$ cat src/rtl/add_sub_seq_ctrl.sv
// Sequencing controller for the 3-bit sign-magnitude add/sub datapath.
// Collects A / operator / B tokens over a valid/ready handshake, drives the
// external datapath with registered operands, waits DP_WAIT cycles, captures
// the result and offers it on a valid/ready result port.
//
// Ports:
//   clk, rst_n                 clock, asynchronous active-low reset
//   in_valid/in_ready          token handshake
//   in_kind                    00 operand, 01 ADD, 10 SUB, 11 CLEAR
//   in_data                    sign-magnitude operand ([2]=sign)
//   dp_op, dp_a, dp_b          registered operation/operands to the datapath
//   dp_c                       datapath result ([4]=sign, [2:0]=magnitude)
//   res_valid/res_ready        result handshake
//   res_data                   captured result
//   err                        one-cycle pulse on an accepted out-of-order token
//   op_count                   saturating count of consumed results
module add_sub_seq_ctrl #(
    parameter int unsigned DP_WAIT = 1,
    parameter int unsigned CNT_W   = 8
) (
    input  logic             clk,
    input  logic             rst_n,
    input  logic             in_valid,
    output logic             in_ready,
    input  logic [1:0]       in_kind,
    input  logic [2:0]       in_data,
    output logic             dp_op,
    output logic [2:0]       dp_a,
    output logic [2:0]       dp_b,
    input  logic [4:0]       dp_c,
    output logic             res_valid,
    input  logic             res_ready,
    output logic [4:0]       res_data,
    output logic             err,
    output logic [CNT_W-1:0] op_count
);

    localparam int unsigned WAIT_W = (DP_WAIT > 1) ? $clog2(DP_WAIT) : 1;

    localparam logic [1:0] K_OPND = 2'b00;
    localparam logic [1:0] K_ADD  = 2'b01;
    localparam logic [1:0] K_SUB  = 2'b10;
    localparam logic [1:0] K_CLR  = 2'b11;

    typedef enum logic [2:0] {
        S_IDLE   = 3'd0,
        S_GOT_A  = 3'd1,
        S_GOT_OP = 3'd2,
        S_EXEC   = 3'd3,
        S_DONE   = 3'd4
    } state_t;

    state_t            state;
    state_t            state_nx;
    logic [WAIT_W-1:0] wait_cnt;

    logic       accept;
    logic       opnd_tok;
    logic       op_tok;
    logic       clr_tok;
    logic       illegal;
    logic       exec_done;
    logic       res_take;
    logic [2:0] opnd_norm;

    assign accept    = in_valid & in_ready;
    assign opnd_tok  = (in_kind == K_OPND);
    assign op_tok    = (in_kind == K_ADD) | (in_kind == K_SUB);
    assign clr_tok   = (in_kind == K_CLR);
    assign exec_done = (state == S_EXEC) && (wait_cnt == '0);
    assign res_take  = res_valid & res_ready;

    // Negative zero is folded to +0: the datapath converter mishandles it.
    assign opnd_norm = (in_data == 3'b100) ? 3'b000 : in_data;

    // Tokens that arrive out of order are consumed but leave the state alone.
    assign illegal = (op_tok & ((state == S_IDLE) | (state == S_GOT_OP)))
                   | (opnd_tok & (state == S_GOT_A));

    // State register
    always_ff @(posedge clk or negedge rst_n) begin
        if (!rst_n) begin
            state <= S_IDLE;
        end else begin
            state <= state_nx;
        end
    end

    // Next-state logic
    always_comb begin
        state_nx = state;
        case (state)
            S_IDLE: begin
                if (accept && opnd_tok) state_nx = S_GOT_A;
            end
            S_GOT_A: begin
                if (accept && op_tok)       state_nx = S_GOT_OP;
                else if (accept && clr_tok) state_nx = S_IDLE;
            end
            S_GOT_OP: begin
                if (accept && opnd_tok)     state_nx = S_EXEC;
                else if (accept && clr_tok) state_nx = S_IDLE;
            end
            S_EXEC: begin
                if (wait_cnt == '0) state_nx = S_DONE;
            end
            S_DONE: begin
                if (res_ready) state_nx = S_IDLE;
            end
            default: state_nx = S_IDLE;
        endcase
    end

    // Handshake outputs decoded from state
    always_comb begin
        in_ready  = 1'b0;
        res_valid = 1'b0;
        case (state)
            S_IDLE, S_GOT_A, S_GOT_OP: in_ready  = 1'b1;
            S_DONE:                    res_valid = 1'b1;
            default: ;
        endcase
    end

    // Operand, wait counter, result, error and counter registers
    always_ff @(posedge clk or negedge rst_n) begin
        if (!rst_n) begin
            dp_op    <= 1'b0;
            dp_a     <= 3'b000;
            dp_b     <= 3'b000;
            wait_cnt <= '0;
            res_data <= 5'b00000;
            err      <= 1'b0;
            op_count <= '0;
        end else begin
            if (accept && (state == S_IDLE) && opnd_tok) begin
                dp_a <= opnd_norm;
            end
            if (accept && (state == S_GOT_A) && op_tok) begin
                dp_op <= (in_kind == K_SUB);
            end
            // EXEC spans exactly DP_WAIT cycles: load DP_WAIT-1, capture at zero.
            if (accept && (state == S_GOT_OP) && opnd_tok) begin
                dp_b     <= opnd_norm;
                wait_cnt <= WAIT_W'(DP_WAIT - 1);
            end else if ((state == S_EXEC) && (wait_cnt != '0)) begin
                wait_cnt <= wait_cnt - WAIT_W'(1);
            end
            if (exec_done) begin
                res_data <= dp_c;
            end
            err <= accept & illegal;
            if (res_take && (op_count != '1)) begin
                op_count <= op_count + CNT_W'(1);
            end
        end
    end

endmodule

$ cat config.mk
export PLATFORM = sky130hd
export DESIGN_NAME = add_sub_seq_ctrl
export DESIGN_NICKNAME = d
export VERILOG_FILES = /design/src/rtl/add_sub_seq_ctrl.sv
export SDC_FILE = /design/constraint.sdc
export NUM_CORES = 1
export LEC_CHECK = 0
export CAP_MARGIN = 5
export CORE_ASPECT_RATIO = 1.2
export CORE_UTILIZATION = 45
export CTS_CLUSTER_DIAMETER = 50
export CTS_CLUSTER_SIZE = 40
export DETAILED_ROUTE_END_ITERATION = 7
export GPL_ROUTABILITY_DRIVEN = 0
export GPL_TIMING_DRIVEN = 0
export PLACE_DENSITY = 0.81
export SYNTH_ARGS = -nofsm -noshare
export SYNTH_HDL_FRONTEND = slang
export SYNTH_SLANG_ARGS = --single-unit
$ cat constraint.sdc
create_clock -name clk -period 2.48 [get_ports clk]
set_clock_uncertainty 0.05 [all_clocks]
set_input_delay 0.496 -clock clk [delete_from_list [all_inputs] [get_ports clk]]
set_output_delay 0.496 -clock clk [all_outputs]
set_load 0.05 [all_outputs]
# Word-level counts from Yosys, hierarchy flattened
# Index checks and enable logic that the tools add are counted.
word_totals:
  ff_bits: 25
  input_bits: 14
op_classes:
  addsub: 2
  n_eq_ne: 12
  muxes: 12
  bitwise: 9
  reduce_logical: 17
ops:
  columns: ["operator", "n"]
  rows:
  - ["2-to-1 mux 3 bit", 7]
  - ["case mux 3 bit (5 select lines)", 1]
  - ["logical AND 1 bit", 12]
  - ["adder 8 x 1 -> 8 bit (second input constant)", 1]
  - ["!= test 8 bit (second input constant)", 1]
  - ["equality test 3 x 2 -> 1 bit (second input constant)", 2]
  - ["equality test 3 bit (second input constant)", 2]
  - ["AND 1 bit", 5]
  - ["equality test 2 bit (second input constant)", 2]
  - ["2-to-1 mux 1 bit", 4]
  - ["!= test 2 bit (second input constant)", 2]
  - ["equality test 3 x 1 -> 1 bit (second input constant)", 1]
  - ["zero test 3 bit", 1]
  - ["bitwise OR 1 bit", 3]
  - ["AND reduction 3 bit", 1]
  - ["OR reduction 3 bit", 1]
  - ["equality test 2 x 1 -> 1 bit (second input constant)", 1]
  - ["zero test 2 bit", 1]
  - ["!= test 2 x 1 -> 1 bit (second input constant)", 1]
  - ["nonzero test 2 bit", 1]
  - ["inverter 1 bit", 1]
  - ["subtractor 1 bit (second input constant)", 1]

# Longest topological paths before layout
logic_depth:
  ltp_word: 8
  mapped_depth: 5

# Least setup slack after synthesis
# No wires, ideal clock.
synth_path:
  path_kind: "register to output"
  from: "reg state[0]"
  to: "out in_ready"
  arrival_time_ns: 1.262
  t_required_ns: 1.934
  path_slack_ns: 0.672
  stages_incl_launch_ff: 3
  path_buffers: 1
  path_cell_list: "dfrtp_1 buf_2 a21oi_1"
synth_between:
  elab_chain_len: 3
  elab_cells_between_ends: 5
synth_lines:
  columns: ["element", "line_no", "text"]
  rows:
  - ["start, declared", "53", "state_t state;"]
  - ["start signal, assigned", "85", "state <= state_nx;"]
  - ["equality test 3 x 2 -> 1 bit, or another cell as far along", "118", "case (state)"]
  - ["OR reduction 3 bit (*)", "118", null]
  - ["2-to-1 mux 1 bit (*)", "118", null]
  - ["end, declared", "24", "output logic in_ready,"]
# Mark *: on every way between the ends. The rest lies on a longest branch, timed or not.

# Final worst setup path
# Same ends and word-level chain as after synthesis.

==> impl_metrics.json <==
{
  "status": "complete, no violations",
  "drc_errors": 0,
  "hold_path_startpoint": "res_data[2]",
  "drt_iter0_drc": 5,
  "cts.clk_slew.worst_paths_ns": 0.14,
  "cts_buffers": 3,
  "post-cts-setup-buffers": 0,
  "overflow": 0,
  "antenna_left": 0,
  "final-max-slew-violation-count": 0,
  "grt_pass1_vias": 888,
  "rows": 20,
  "hold_viol": 0,
  "crit_chain": "buf_2 > a21oi_1 > clkdlybuf4s50_1",
  "synth-seq-cells": 25,
  "maxCapViolCount": 0,
  "ff2ff_setup_slack_ns": 0.76,
  "worst_pin_slew_ns": 1.08,
  "ioPinCount": 37,
  "peakVddDrop_v": 0.000629,
  "clk_latency_ns": 0.32,
  "layout_common_cells": "35 x clkdlybuf4s50_1, 25 x dfrtp_1, 12 x mux2_2",
  "cts.sinks": 25,
  "wirelength_mm": 2.20,
  "yosysSeqAreaShare_pct": 51.3,
  "fp.dieW_um": 49.5,
  "routedWlPerCell_um": 12.6,
  "slowest_delay_ns": 0.81,
  "grt_start_max_net_pins": 26,
  "start_util_pct": 47.7,
  "synth_cell_types": 33,
  "r2r_end": "op_count[6]",
  "vias_per_cell": 5.22,
  "cts_buffer_depth": 2,
  "stdcell_count": 174,
  "syn_avg_cell_area_um2": 12.1,
  "fin_tns_setup_ns": 0,
  "antenna_found_initial": 0,
  "crit_start": "state[0]",
  "syn_to_final_growth_pct": 35.3,
  "grt_pass1_wl_mm": 3.75,
  "num_vias": 908,
  "final_common_cell": "clkdlybuf4s50_1",
  "crit_path_start_kind": "flop",
  "root_buffer": "clkbuf_4",
  "hold_path_depth": 1,
  "grt_setup_unrepaired": "no",
  "hpwl_mm": 1.69,
  "final_net_count": 160,
  "worstSetupEndpointType": "output pin",
  "worstSetupPathType": "reg -> out",
  "synth_area_um2": 1220,
  "power_density_nw_per_um2": 1070,
  "yosys_warnings": 0,
  "cp.arrival_ns": 1.81,
  "slowest_stage": "clkdlybuf4s50_1",
  "hp-class": "reg -> reg",
  "drive_above_1_share_pct": 15.6,
  "max_freq_ghz": 0.424,
  "dieArea_um2": 2920,
  "leakagePower_nw": 0.749,
  "track_usage_pct": 17.1,
  "hold_ws_ns": 0.473,
  "finalWorstPathRequiredPeriod_ns": 2.36,
  "cts_tree": "yes",
  "finalSetupViolCount": 0,
  "relSlewSlack_pct": 28.0,
  "worstPathRequired_ns": 1.93,
  "post-route-period-util_pct": 95.2,
  "h-tree-depth": 1,
  "core_area_um2": 2550,
  "die_h_um": 59.0,
  "syn-instance-count": 101,
  "dpl.cell_count": 170,
  "dr.pass1.iters": 2,
  "r2r_cells": 5,
  "syn_nets": 119,
  "port_buffers": 36,
  "min_delay_worst_endpoint": "res_data[2]",
  "reg2reg_from": "state[0]",
  "critPathMaxFanout": 9,
  "num_antenna_cells": 0
}
[worst max-delay path by stage]
stage | cells after the start | slack, ns | end
after global placement | 4 | 0.32 | res_valid
after global routing | 3 | 0.03 | in_ready
after detailed placement | 4 | 0.31 | res_valid
after floorplan | 2 | 0.67 | in_ready
final | 3 | 0.12 | in_ready
after CTS | 3 | 0.11 | in_ready
[report_power, final]
group	switching, W	internal [W]
Sequential	0.0000836	0.000535
Clock	0.000121	0.0000616
Combinational	0.000607	0.000362
Total	0.000811	0.000958
[Yosys cell counts]
master	number	area (um^2)
a211oi_1	3	22.5
a21o_1	2	15.0
a21oi_1	4	20.0
and2_1	1	6.26
and3_1	1	6.26
and4_1	1	8.76
buf_2	2	10.0
clkbuf_1	1	3.75
dfrtp_1	25	626
ha_1	4	50.1
inv_1	7	26.3
mux2_1	1	11.3
mux2_2	12	135
mux2_4	1	15.0
mux2i_1	2	20.0
nand2_1	4	15.0
nand2b_1	2	12.5
nand3_1	5	25.0
nand3b_1	1	7.51
nand4bb_1	1	11.3
nor2_1	2	7.51
nor2b_1	5	31.3
nor3_1	2	10.0
nor3_2	1	10.0
nor4_4	1	21.3
nor4b_2	1	15.0
o211a_1	1	10.0
o21a_1	1	7.51
o21bai_1	1	7.51
o221ai_1	1	8.76
o31ai_1	1	7.51
xnor2_1	1	8.76
xor2_1	3	26.3
[repair_timing]
action                                  CTS  global route
gates resized for setup                   1             0
endpoints found under the setup margin    1             0
hold buffers                              0             0
[worst max-delay path, delay by kind of cell, from the launching register on]
family	cells	cell delay, ns
compound gates	1	0.13
flops	1	0.38
buf+inv	2	0.98
[through the flow]
step	area [um^2]	util (%)	setup slack (ns)	total power [W]
2_1_floorplan	1220	-	0.672	0.00128
3_3_place_gp	1620	63.5	0.318	0.00159
3_5_place_dp	1620	63.5	0.313	0.00161
4_1_cts	1650	64.6	0.111	0.00179
5_1_grt	1650	64.6	0.0310	0.00186
6_report	1650	64.6	0.119	0.00177
[kinds of logic (layout without fill, tap and decap cells)]
family	Yosys count	after routing	share of synthesized area [%]
buffers and inverters	10	50	3.29
and+or+nand+nor	28	28	15.4
DFF	25	25	51.3
muxes	16	16	14.9
xor gates and xnor gates	4	4	2.88
adders and majority gates	4	4	4.11
AOI/OAI and AO/OA	14	14	8.11
[area by class of cell]
class / count / area, um^2
Multi-Input combinational cell: 66 / 553
Clock inverter: 1 / 7.51
Buffer: 3 / 13.8
Clock buffer: 3 / 22.5
Sequential cell: 25 / 626
Timing Repair Buffer: 36 / 359
Inverter: 7 / 26.3
Tap cell: 33 / 41.3
Fill cell: 227 / 903
[flip-flops by register name, indices dropped and copies added, names as in the netlist]
signal	cells
op_count	8
state	3
dp_a	3
res_data	5
dp_b	3
dp_op	1
wait_cnt	1
err	1
[metal layers]
metal | GRT usage [%] | vias up | wire (um)
met5 | 0 | - | 0
met4 | 8.57 | 0 | 39
met3 | 2.31 | 4 | 85
met2 | 31.5 | 21 | 1090
met1 | 19.5 | 442 | 975
li1 | - | 441 | -
Power figures use the tool's default switching activity.
